$ cat src/rtl/sokoban_pkg.sv
// sokoban_pkg: shared renderer FSM encoding and tile geometry.
// Imported by the tilemap renderer and its request queue.
package sokoban_pkg;

  typedef enum logic [2:0] {
    S_IDLE,
    S_FETCH,
    S_RDWAIT,
    S_ISSUE,
    S_ACK,
    S_DRAW,
    S_NEXT
  } rstate_e;

  localparam int TILE_SHIFT = 2;

endpackage

$ cat src/rtl/tile_req_fifo.sv
// tile_req_fifo: small FIFO of pending single-tile redraw coordinates.
// A push into a full queue is accepted when a pop happens in the same cycle.
module tile_req_fifo #(
  parameter int DEPTH = 4,
  parameter int W     = 8
) (
  input  logic         clk,
  input  logic         resetn,
  input  logic         push,
  input  logic         pop,
  input  logic         flush,
  input  logic [W-1:0] din,
  output logic [W-1:0] dout,
  output logic         full,
  output logic         empty
);

  localparam int AW = (DEPTH > 1) ? $clog2(DEPTH) : 1;

  logic [W-1:0]  mem_q [DEPTH];
  logic [AW-1:0] wr_q, rd_q;
  logic [AW:0]   cnt_q;
  logic          do_push, do_pop;

  assign full    = (cnt_q == (AW+1)'(DEPTH));
  assign empty   = (cnt_q == '0);
  assign do_pop  = pop && !empty;
  assign do_push = push && (!full || do_pop);
  assign dout    = mem_q[rd_q];

  always_ff @(posedge clk or negedge resetn) begin
    if (!resetn) begin
      wr_q  <= '0;
      rd_q  <= '0;
      cnt_q <= '0;
    end else if (flush) begin
      wr_q  <= '0;
      rd_q  <= '0;
      cnt_q <= '0;
    end else begin
      if (do_push) wr_q <= wr_q + AW'(1);
      if (do_pop)  rd_q <= rd_q + AW'(1);
      cnt_q <= cnt_q + (AW+1)'(do_push)
                     - (AW+1)'(do_pop);
    end
  end

  always_ff @(posedge clk) begin
    if (do_push && !flush) mem_q[wr_q] <= din;
  end

endmodule

$ cat src/rtl/tilemap_renderer.sv
// tilemap_renderer: walks the tile map and issues sprite draws,
// either a whole-grid pass or queued single-tile redraws.
module tilemap_renderer
  import sokoban_pkg::*;
#(
  parameter int COLS       = 16,
  parameter int ROWS       = 8,
  parameter int TILE_LOG2  = TILE_SHIFT,
  parameter int ID_W       = 4,
  parameter int QDEPTH     = 4,
  parameter int SKIP_BLANK = 0,
  parameter int BLANK_ID   = 0,
  localparam int CW = $clog2(COLS + 1),
  localparam int RW = $clog2(ROWS + 1),
  localparam int AW = $clog2(COLS * ROWS)
) (
  input  logic            clk,
  input  logic            resetn,
  input  logic            full_redraw,
  input  logic            tile_redraw,
  input  logic [CW-1:0]   tile_col,
  input  logic [RW-1:0]   tile_row,
  output logic [AW-1:0]   map_addr,
  input  logic [ID_W-1:0] map_data,
  output logic [7:0]      spr_x,
  output logic [6:0]      spr_y,
  output logic [ID_W-1:0] spr_id,
  output logic            spr_start,
  input  logic            spr_busy,
  output logic            busy,
  output logic            pass_done,
  output logic            q_overflow
);

  rstate_e         state_q;
  logic [CW-1:0]   col_q;
  logic [RW-1:0]   row_q;
  logic            full_q;
  logic            pend_q, pend_d;
  logic [AW-1:0]   map_addr_q;
  logic [7:0]      spr_x_q;
  logic [6:0]      spr_y_q;
  logic [ID_W-1:0] spr_id_q;
  logic            spr_start_q;
  logic            pass_done_q;
  logic            q_ovf_q;

  logic            idle, start_full, in_rng;
  logic            q_push, q_pop, q_full, q_empty;
  logic [CW-1:0]   q_col;
  logic [RW-1:0]   q_row;
  logic            last_tile, blank;

  function automatic logic [AW-1:0] addr_of(
    input logic [CW-1:0] c,
    input logic [RW-1:0] r
  );
    return AW'(r) * AW'(COLS) + AW'(c);
  endfunction

  assign idle       = (state_q == S_IDLE);
  assign start_full = idle && (pend_q || full_redraw);
  assign in_rng     = (tile_col < CW'(COLS))
                   && (tile_row < RW'(ROWS));
  assign q_pop      = idle && !start_full && !q_empty;
  // a tile request alongside an accepted pass is already covered by it
  assign q_push     = tile_redraw && in_rng
                   && !full_redraw && !start_full;
  assign last_tile  = (col_q == CW'(COLS - 1))
                   && (row_q == RW'(ROWS - 1));
  assign blank      = (SKIP_BLANK != 0)
                   && (map_data == ID_W'(BLANK_ID));

  always_comb begin
    pend_d = pend_q;
    if (start_full)       pend_d = 1'b0;
    else if (full_redraw) pend_d = 1'b1;
  end

  tile_req_fifo #(
    .DEPTH (QDEPTH),
    .W     (CW + RW)
  ) u_fifo (
    .clk    (clk),
    .resetn (resetn),
    .push   (q_push),
    .pop    (q_pop),
    .flush  (start_full),
    .din    ({tile_col, tile_row}),
    .dout   ({q_col, q_row}),
    .full   (q_full),
    .empty  (q_empty)
  );

  always_ff @(posedge clk or negedge resetn) begin
    if (!resetn) begin
      state_q     <= S_IDLE;
      col_q       <= '0;
      row_q       <= '0;
      full_q      <= 1'b0;
      pend_q      <= 1'b0;
      map_addr_q  <= '0;
      spr_x_q     <= '0;
      spr_y_q     <= '0;
      spr_id_q    <= '0;
      spr_start_q <= 1'b0;
      pass_done_q <= 1'b0;
      q_ovf_q     <= 1'b0;
    end else begin
      spr_start_q <= 1'b0;
      pass_done_q <= 1'b0;
      pend_q      <= pend_d;
      if (q_push && q_full && !q_pop) q_ovf_q <= 1'b1;
      unique case (state_q)
        S_IDLE: begin
          if (start_full) begin
            full_q     <= 1'b1;
            col_q      <= '0;
            row_q      <= '0;
            map_addr_q <= '0;
            state_q    <= S_FETCH;
          end else if (!q_empty) begin
            full_q     <= 1'b0;
            col_q      <= q_col;
            row_q      <= q_row;
            map_addr_q <= addr_of(q_col, q_row);
            state_q    <= S_FETCH;
          end
        end
        S_FETCH: state_q <= S_RDWAIT;
        S_RDWAIT: begin
          spr_id_q <= map_data;
          if (blank) begin
            state_q <= S_NEXT;
          end else begin
            spr_x_q     <= 8'(col_q) << TILE_LOG2;
            spr_y_q     <= 7'(row_q) << TILE_LOG2;
            spr_start_q <= 1'b1;
            state_q     <= S_ISSUE;
          end
        end
        S_ISSUE: state_q <= S_ACK;
        S_ACK: begin
          if (spr_busy) state_q <= S_DRAW;
        end
        S_DRAW: begin
          if (!spr_busy) state_q <= S_NEXT;
        end
        S_NEXT: begin
          if (!full_q || last_tile) begin
            pass_done_q <= 1'b1;
            state_q     <= S_IDLE;
          end else begin
            // row-major walk keeps the map address a simple increment
            if (col_q == CW'(COLS - 1)) begin
              col_q <= '0;
              row_q <= row_q + RW'(1);
            end else begin
              col_q <= col_q + CW'(1);
            end
            map_addr_q <= map_addr_q + AW'(1);
            state_q    <= S_FETCH;
          end
        end
        default: state_q <= S_IDLE;
      endcase
    end
  end

  assign map_addr   = map_addr_q;
  assign spr_x      = spr_x_q;
  assign spr_y      = spr_y_q;
  assign spr_id     = spr_id_q;
  assign spr_start  = spr_start_q;
  assign busy       = !idle;
  assign pass_done  = pass_done_q;
  assign q_overflow = q_ovf_q;

endmodule

$ cat config.mk
export PLATFORM = sky130hd
export DESIGN_NAME = tilemap_renderer
export DESIGN_NICKNAME = d
export VERILOG_FILES = /design/src/rtl/sokoban_pkg.sv /design/src/rtl/tile_req_fifo.sv /design/src/rtl/tilemap_renderer.sv
export SDC_FILE = /design/constraint.sdc
export NUM_CORES = 1
export LEC_CHECK = 0
export ABC_AREA = 1
export BUFFER_PORTS_ARGS = -buffer_cell sky130_fd_sc_hd__buf_2
export CORE_UTILIZATION = 30
export CTS_CLUSTER_SIZE = 30
export DETAILED_ROUTE_END_ITERATION = 8
export GPL_TIMING_DRIVEN = 0
export HOLD_SLACK_MARGIN = 0.08
export SETUP_SLACK_MARGIN = 0.4
export SYNTH_ARGS = -nofsm -noshare
export SYNTH_HDL_FRONTEND = slang
export SYNTH_HIERARCHICAL = 1
export SYNTH_SLANG_ARGS = --single-unit
$ cat constraint.sdc
create_clock -name clk -period 2.85 [get_ports clk]
set_clock_uncertainty 0.15 [all_clocks]
set_input_delay 0.1425 -clock clk [delete_from_list [all_inputs] [get_ports clk]]
set_output_delay 0.1425 -clock clk [all_outputs]
set_load 0.02 [all_outputs]
==> impl_metrics.env, run 1 <==
export IMPL_run_status="completed"
export IMPL_cp_arrival_ns=2.37
export IMPL_core_area_sq_um=12200
export IMPL_syn_instance_count=410
export IMPL_period_minus_slack_ns=2.41
export IMPL_hpwl_mm=5.78
export IMPL_finalPower_uw=4860
export IMPL_pleak_uw=0.00231
export IMPL_fmax_achieved_ghz=0.415
export IMPL_initial_utilization=0.313
export IMPL_num_vias=3047
export IMPL_drt_antenna_violating_nets=0
export IMPL_final_max_slew_viol_count=0
export IMPL_vias_in_the_first_global_route=2867
export IMPL_synthAdderAreaFrac=0.0380
export IMPL_design_portCount=48
export IMPL_combinational_family_with_the_most_area_after_synthesis="simple AND/OR/NAND/NOR gates"
export IMPL_final_min_period_over_clock_period=0.846
export IMPL_floorplan_die_area_sq_um=13200
export IMPL_largest_area_contributor_in_the_synthesized_netlist="sky130_fd_sc_hd__dfrtp_1"
export IMPL_antenna_cells_inserted=0
export IMPL_vias_per_cell=4.53
export IMPL_synth_xor_area_frac=0.0115
export IMPL_cts_max_level=3
export IMPL_report_final_hold_viol_count=0
export IMPL_layout_drive_gt1_share=0.240
export IMPL_fraction_of_registers_with_async_set_or_reset_after_synthesis=0.550
export IMPL_pin_count_of_the_biggest_net_entering_global_routing=45
export IMPL_grt_first_pass_wirelength_mm=13.8
export IMPL_crit_path_end_kind="flop"
export IMPL_count_of_maximum_capacitance_violations=0
export IMPL_core_rowCount=40
export IMPL_rsz0062_at_grt="true"
export IMPL_yosysMostFrequentCell="sky130_fd_sc_hd__nand2_1"
export IMPL_timing_setup_tns_ns=0
export IMPL_buffer_ports_inserted=41
export IMPL_cp_start_kind="input port"
export IMPL_initialDrtViolationCount=147
export IMPL_numClockSinks=80
export IMPL_post_route_drc_count=0
export IMPL_critical_path_reg2reg_startpoint="state_q[1]$_DFFE_PN0P_"
export IMPL_grt_use_total=0.138
export IMPL_area_growth_syn_to_layout_pct=29.8
export IMPL_hold_start="tile_redraw"
export IMPL_yosys_cell_types_count=34
export IMPL_critPathKind="in -> reg"
export IMPL_initial_antenna_violation_count=0
export IMPL_timing_slew_headroom=0.346
export IMPL_cts_tree="yes"
export IMPL_tightest_slew_ns=0.981
export IMPL_fraction_of_synthesized_area_in_multiplexers=0
export IMPL_required_ns=2.81
export IMPL_clk_insertion_delay_late_ns=0.34
export IMPL_ys_warnings_count=6
export IMPL_worst_path_max_fanout=10
export IMPL_yosys_top_cells_area="sky130_fd_sc_hd__dfrtp_1 (29%), sky130_fd_sc_hd__edfxtp_1 (28%), sky130_fd_sc_hd__nand2_1 (12%), sky130_fd_sc_hd__nand3_1 (4.5%), sky130_fd_sc_hd__nor2_1 (3.5%)"
export IMPL_wl_mm=8.70
export IMPL_first_pass_iters=4
export IMPL_clk_pin_slew_ns=0.06
export IMPL_yosys_most_used_dff="sky130_fd_sc_hd__dfrtp_1"
export IMPL_die_w_microns=115
export IMPL_r2r_end="u_fifo/cnt_q[2]$_DFF_PN0_"
export IMPL_clock_tree_buffer_depth=2
export IMPL_ys_ff_latch=80
export IMPL_synthDominantCellAreaShare=0.288
export IMPL_grt_overflow_total=0
export IMPL_syn_area_per_cell_sq_um=9.32
export IMPL_cts_root_buffer="sky130_fd_sc_hd__clkbuf_16"
export IMPL_layout_nets=528
export IMPL_peakVddDrop_v=0.000331
export IMPL_seq_area_frac_synth=0.571
export IMPL_fraction_of_the_mapped_netlist_area_in_simple_logic_gates=0.254
export IMPL_globalplace_congestion=0.816
export IMPL_synth_top_cells_by_count="sky130_fd_sc_hd__nand2_1 (120), sky130_fd_sc_hd__dfrtp_1 (44), sky130_fd_sc_hd__edfxtp_1 (36), sky130_fd_sc_hd__nor2_1 (36), sky130_fd_sc_hd__nand3_1 (34)"
export IMPL_setup_reg_to_reg_worst_slack_ns=0.46
export IMPL_synth_edff_count=36
export IMPL_netlist_area_sq_um=3820
export IMPL_min_path_type="in -> reg"
export IMPL_synth_compound_area_share=0.0629
export IMPL_setup_viol_count_final=0
export IMPL_min_to="q_overflow$_DFFE_PN0P_"
export IMPL_worstHoldPathCells=5
export IMPL_p_per_area_nw_per_um2=980
export IMPL_average_wire_per_standard_cell_microns=12.9
export IMPL_cts_buffers=9
export IMPL_die_height_microns=115
export IMPL_r2r_worst_path_cells=11
metrics by stage:
stage                     hold slack (ns)  setup slack [ns]   util  instance area, sq um  instances
final                              0.0668             0.439  0.406                  4960        672
after global routing               0.0804             0.318  0.406                  4960        672
after CTS                          0.0877             0.409  0.400                  4880        665
after detailed placement            0.199           -0.0486  0.349                  4260        624
after global placement              0.197            0.0432  0.349                  4260        624
after floorplan                    -0.303             0.501      -                  3840        415
power breakdown:
part	leakage [uW]	internal, uW	switching [uW]	total (uW)
Sequential	0.000877	1500	266	1770
Combinational	0.00129	710	1220	1930
Clock	0.000150	689	476	1160
worst max-delay path by stage:
| stage | cells past startpoint | slack [ns] | endpoint | startpoint |
|---|---|---|---|---|
| after detailed placement | 7 | -0.05 | u_fifo/mem_q[3][4]$_DFFE_PP_ | state_q[0]$_DFFE_PN0P_ |
| after CTS | 15 | 0.41 | u_fifo/cnt_q[2]$_DFF_PN0_ | full_redraw |
| final | 11 | 0.44 | u_fifo/mem_q[0][7]$_DFFE_PP_ | full_redraw |
| after global routing | 14 | 0.32 | u_fifo/cnt_q[2]$_DFF_PN0_ | u_fifo/cnt_q[2]$_DFF_PN0_ |
| after floorplan | 12 | 0.50 | u_fifo/cnt_q[2]$_DFF_PN0_ | state_q[0]$_DFFE_PN0P_ |
| after global placement | 7 | 0.04 | u_fifo/mem_q[3][2]$_DFFE_PP_ | state_q[0]$_DFFE_PN0P_ |
flip-flops by register name (all words and copies together) (netlist names):
name,count
spr_id,4
map_addr,7
state_q,3
pend_q,1
u_fifo/rd_q,2
u_fifo/wr_q,2
spr_x,5
u_fifo/mem_q,36
pass_done,1
spr_start,1
spr_y,4
col_q,5
full_q,1
u_fifo/cnt_q,3
row_q,4
q_overflow,1
critical path, stage by stage:
cell,delay (ns)
sky130_fd_sc_hd__dlygate4sd3_1,0.52
sky130_fd_sc_hd__buf_2,0.14
sky130_fd_sc_hd__inv_1,0.04
sky130_fd_sc_hd__nand2_1,0.13
sky130_fd_sc_hd__nand3_2,0.16
sky130_fd_sc_hd__buf_6,0.18
sky130_fd_sc_hd__inv_1,0.10
sky130_fd_sc_hd__clkinv_1,0.25
sky130_fd_sc_hd__nand3_1,0.44
sky130_fd_sc_hd__nor2_4,0.09
sky130_fd_sc_hd__buf_12,0.16
per-layer routing:
metal,wire [microns],GRT usage,share of wire
met1,3760,0.164,0.43
met2,4410,0.243,0.51
met3,374,0.0306,0.043
met4,150,0.0545,0.017
met5,0,0,0
kinds of logic after synthesis:
kind of cell / after synthesis
simple gates: 219
xor+xnor: 5
compound gates: 44
buf+inv: 50
fa+ha+maj: 11
flops: 80
other cells: 1
area by class of cell:
cell class,instances,area (sq um)
fill,1219,7250
clock inverter,7,80.1
buffer,17,119
multi-input combinational,285,1490
timing repair buffer,73,523
tap,168,210
clock buffer,9,225
inverter,33,124
sequential,80,2190
cells in the final DEF (no fill, tap or decap), drive strengths merged:
cell type    count
dlygate4sd3     16
nor3             3
xor2             3
bufinv           1
o2111ai          1
nand3b           2
nand2          126
a21oi            2
edfxtp          36
clkinv           5
nand4           10
o22ai            9
fa               1
o21bai           2
ha              10
conb             6
clkbuf          10
xnor2            2
nand3           35
buf             73
or2              1
nor2            41
o21ai           30
inv             34
dfrtp           44
nor4             1
timing repair:
action / in CTS / in global routing
setup endpoints to repair: 38 / 38
buffers inserted: 9 / 7
gates resized for setup: 15 / 11
gates cloned: 0 / 0
hold endpoints to repair: 88 / 0
pin swaps: 6 / 4
hold buffers: 16 / 0
No activity file was read; power rests on OpenSTA's default activity.
==> run 2: changes to the inputs <==
Clock period 2.85 ns to 2.1 ns, I/O delays scaled along.
==> impl_metrics.env, run 2 (synthesis results as in run 1) <==
export IMPL_post_route_drc_count=0
export IMPL_setup_reg_to_reg_worst_slack_ns=-0.18
export IMPL_numClockSinks=80
export IMPL_cts_buffers=9
export IMPL_cp_start_kind="flop"
export IMPL_r2r_end="u_fifo/cnt_q[1]$_DFF_PN0_"
export IMPL_groute_layer_met2_usage=0.291
export IMPL_clk_pin_slew_ns=0.06
export IMPL_globalplace_congestion=0.787
export IMPL_die_height_microns=115
export IMPL_initialDrtViolationCount=321
export IMPL_most_flops_register="u_fifo/mem_q"
export IMPL_vias_per_cell=4.69
export IMPL_critPathKind="reg -> reg"
export IMPL_worstPathCellList="nor2_4, nand2_4, nor3_4, nand2_2, o21ai_2, ha_2, inv_2, fa_2, nor2_1"
export IMPL_initial_antenna_violation_count=0
export IMPL_fillCellCount=1064
export IMPL_average_wire_per_standard_cell_microns=14.7
export IMPL_clk_insertion_delay_late_ns=0.33
export IMPL_timing_setup_tns_ns=-1.77
export IMPL_grt_overflow_total=0
export IMPL_timing_slew_headroom=0.335
export IMPL_cts_root_buffer="sky130_fd_sc_hd__clkbuf_16"
export IMPL_run_status="complete, but fails checks"
export IMPL_tightest_slew_ns=0.998
export IMPL_hpwl_mm=5.96
export IMPL_rsz0062_at_grt="true"
export IMPL_period_minus_slack_ns=2.28
export IMPL_fin_ws_ns=-0.180
export IMPL_final_min_period_over_clock_period=1.09
export IMPL_layout_nets=583
export IMPL_count_of_maximum_capacitance_violations=0
export IMPL_grt_use_total=0.160
export IMPL_vias_in_the_first_global_route=3313
export IMPL_worst_path_max_fanout=5
export IMPL_layout_drive_gt1_share=0.435
export IMPL_pin_count_of_the_biggest_net_entering_global_routing=45
export IMPL_antenna_cells_inserted=0
export IMPL_setup_viol_count_final=38
export IMPL_area_growth_syn_to_layout_pct=53.5
export IMPL_r2r_worst_path_cells=9
export IMPL_first_pass_iters=4
export IMPL_grt_util_met3=0.0422
export IMPL_report_final_hold_viol_count=0
export IMPL_cts_max_level=3
export IMPL_cp_arrival_ns=2.36
export IMPL_required_ns=2.18
export IMPL_largest_register_ff_count=36
export IMPL_final_max_slew_viol_count=0
export IMPL_cpMaxStageDelayCell="sky130_fd_sc_hd__fa_2"
export IMPL_finalPower_uw=8010
export IMPL_gr_usage_met1=0.179
export IMPL_buffer_ports_inserted=41
export IMPL_initial_utilization=0.313
export IMPL_drt_antenna_violating_nets=0
export IMPL_fmax_achieved_ghz=0.439
export IMPL_placement_setup_worst_slack_ns=-0.654
export IMPL_design_portCount=48
export IMPL_crit_path_end="u_fifo/cnt_q[1]$_DFF_PN0_"
export IMPL_startpoint="state_q[1]$_DFFE_PN0P_"
export IMPL_num_vias=3411
export IMPL_wl_mm=10.7
export IMPL_peakVddDrop_v=0.000459
export IMPL_clock_tree_buffer_depth=2
export IMPL_finalCoreUtilization=0.480
export IMPL_cts_tree="yes"
export IMPL_critical_path_reg2reg_startpoint="state_q[1]$_DFFE_PN0P_"
export IMPL_core_area_sq_um=12200
export IMPL_pleak_uw=0.00269
export IMPL_grt_first_pass_wirelength_mm=16.2
export IMPL_layout_cells_most_common_list="sky130_fd_sc_hd__nand2_1 (96), sky130_fd_sc_hd__buf_4 (54), sky130_fd_sc_hd__buf_2 (43)"
export IMPL_die_w_microns=115
export IMPL_grt_busiest_layer="met2"
export IMPL_floorplan_die_area_sq_um=13200
export IMPL_p_per_area_nw_per_um2=1370
export IMPL_violations="negative setup slack"
export IMPL_layout_commonest_cell="sky130_fd_sc_hd__nand2_1"
export IMPL_crit_path_end_kind="flop"
export IMPL_core_rowCount=40
export IMPL_min_path_type="in -> reg"
export IMPL_cpPeakStageDelay_ns=0.51
==> run 2: cell count changes in the layout (fill, tap and decap cells not counted), moves of 10 or more <==
cell                      delta
sky130_fd_sc_hd__nand2_1    -24
sky130_fd_sc_hd__nand2_2    +20
sky130_fd_sc_hd__nand3_1    -10
sky130_fd_sc_hd__buf_6      +23
sky130_fd_sc_hd__o21ai_0    -10
sky130_fd_sc_hd__buf_4      +32
==> run 2: cell type report <==
class	count	area [sq um]	share of cell area
Sequential cell	80	2190	0.373
Tap cell	168	210	0.0359
Multi-Input combinational cell	285	1860	0.317
Inverter	33	143	0.0243
Timing Repair Buffer	128	1010	0.172
Clock inverter	2	12.5	0.00213
Buffer	17	168	0.0286
Clock buffer	14	275	0.0470
==> run 2: worst max-delay path, delay by kind of cell, from the launching register on <==
kind | cells | cell delay (ns)
AOI/OAI and AO/OA | 1 | 0.15
and+or+nand+nor | 5 | 0.71
DFF | 1 | 0.43
buffers and inverters | 1 | 0.04
adders and majority gates | 2 | 0.70
==> run 2: per-layer routing <==
| metal | share of wire | wire, microns | vias up |
|---|---|---|---|
| met2 | 0.55 | 5900 | 103 |
| met5 | 0 | 0 | - |
| li1 | - | - | 1645 |
| met3 | 0.042 | 445 | 25 |
| met1 | 0.38 | 4120 | 1638 |
| met4 | 0.023 | 242 | 0 |
==> run 2: worst min-delay path by stage <==
stage                 from                         end  cells past startpoint
4_1_cts        tile_row[3]  u_fifo/wr_q[1]$_DFFE_PN0P_                      6
2_1_floorplan       resetn        col_q[0]$_DFFE_PN0P_                      0
3_5_place_dp        resetn      state_q[1]$_DFFE_PN0P_                      1
5_1_grt        full_redraw      q_overflow$_DFFE_PN0P_                      6
6_report       tile_row[3]  u_fifo/wr_q[1]$_DFFE_PN0P_                      7
3_3_place_gp   map_data[3]       spr_id[3]$_DFFE_PN0P_                      3
==> run 2: per-stage QoR <==
step	cell area (sq um)	std cells	hold slack, ns
after detailed placement	4320	624	0.168
after CTS	5360	698	0.0986
after floorplan	3900	415	-0.341
after global routing	5860	727	0.288
after global placement	4320	624	0.160
final	5860	727	0.244
==> run 2: report_power, final <==
group	switching [uW]	leakage (uW)	internal, uW
Combinational	2280	0.00168	1830
Sequential	362	0.000876	2040
Clock	596	0.000138	904
==> run 2: what timing repair did <==
action / in CTS / in global routing
endpoints found under the setup margin: 70 / 70
endpoints found under the hold margin: 88 / 0
hold buffers: 17 / 0
pin swaps: 31 / 39
setup buffers: 39 / 29
gates resized for setup: 78 / 79
cloned: 2 / 0
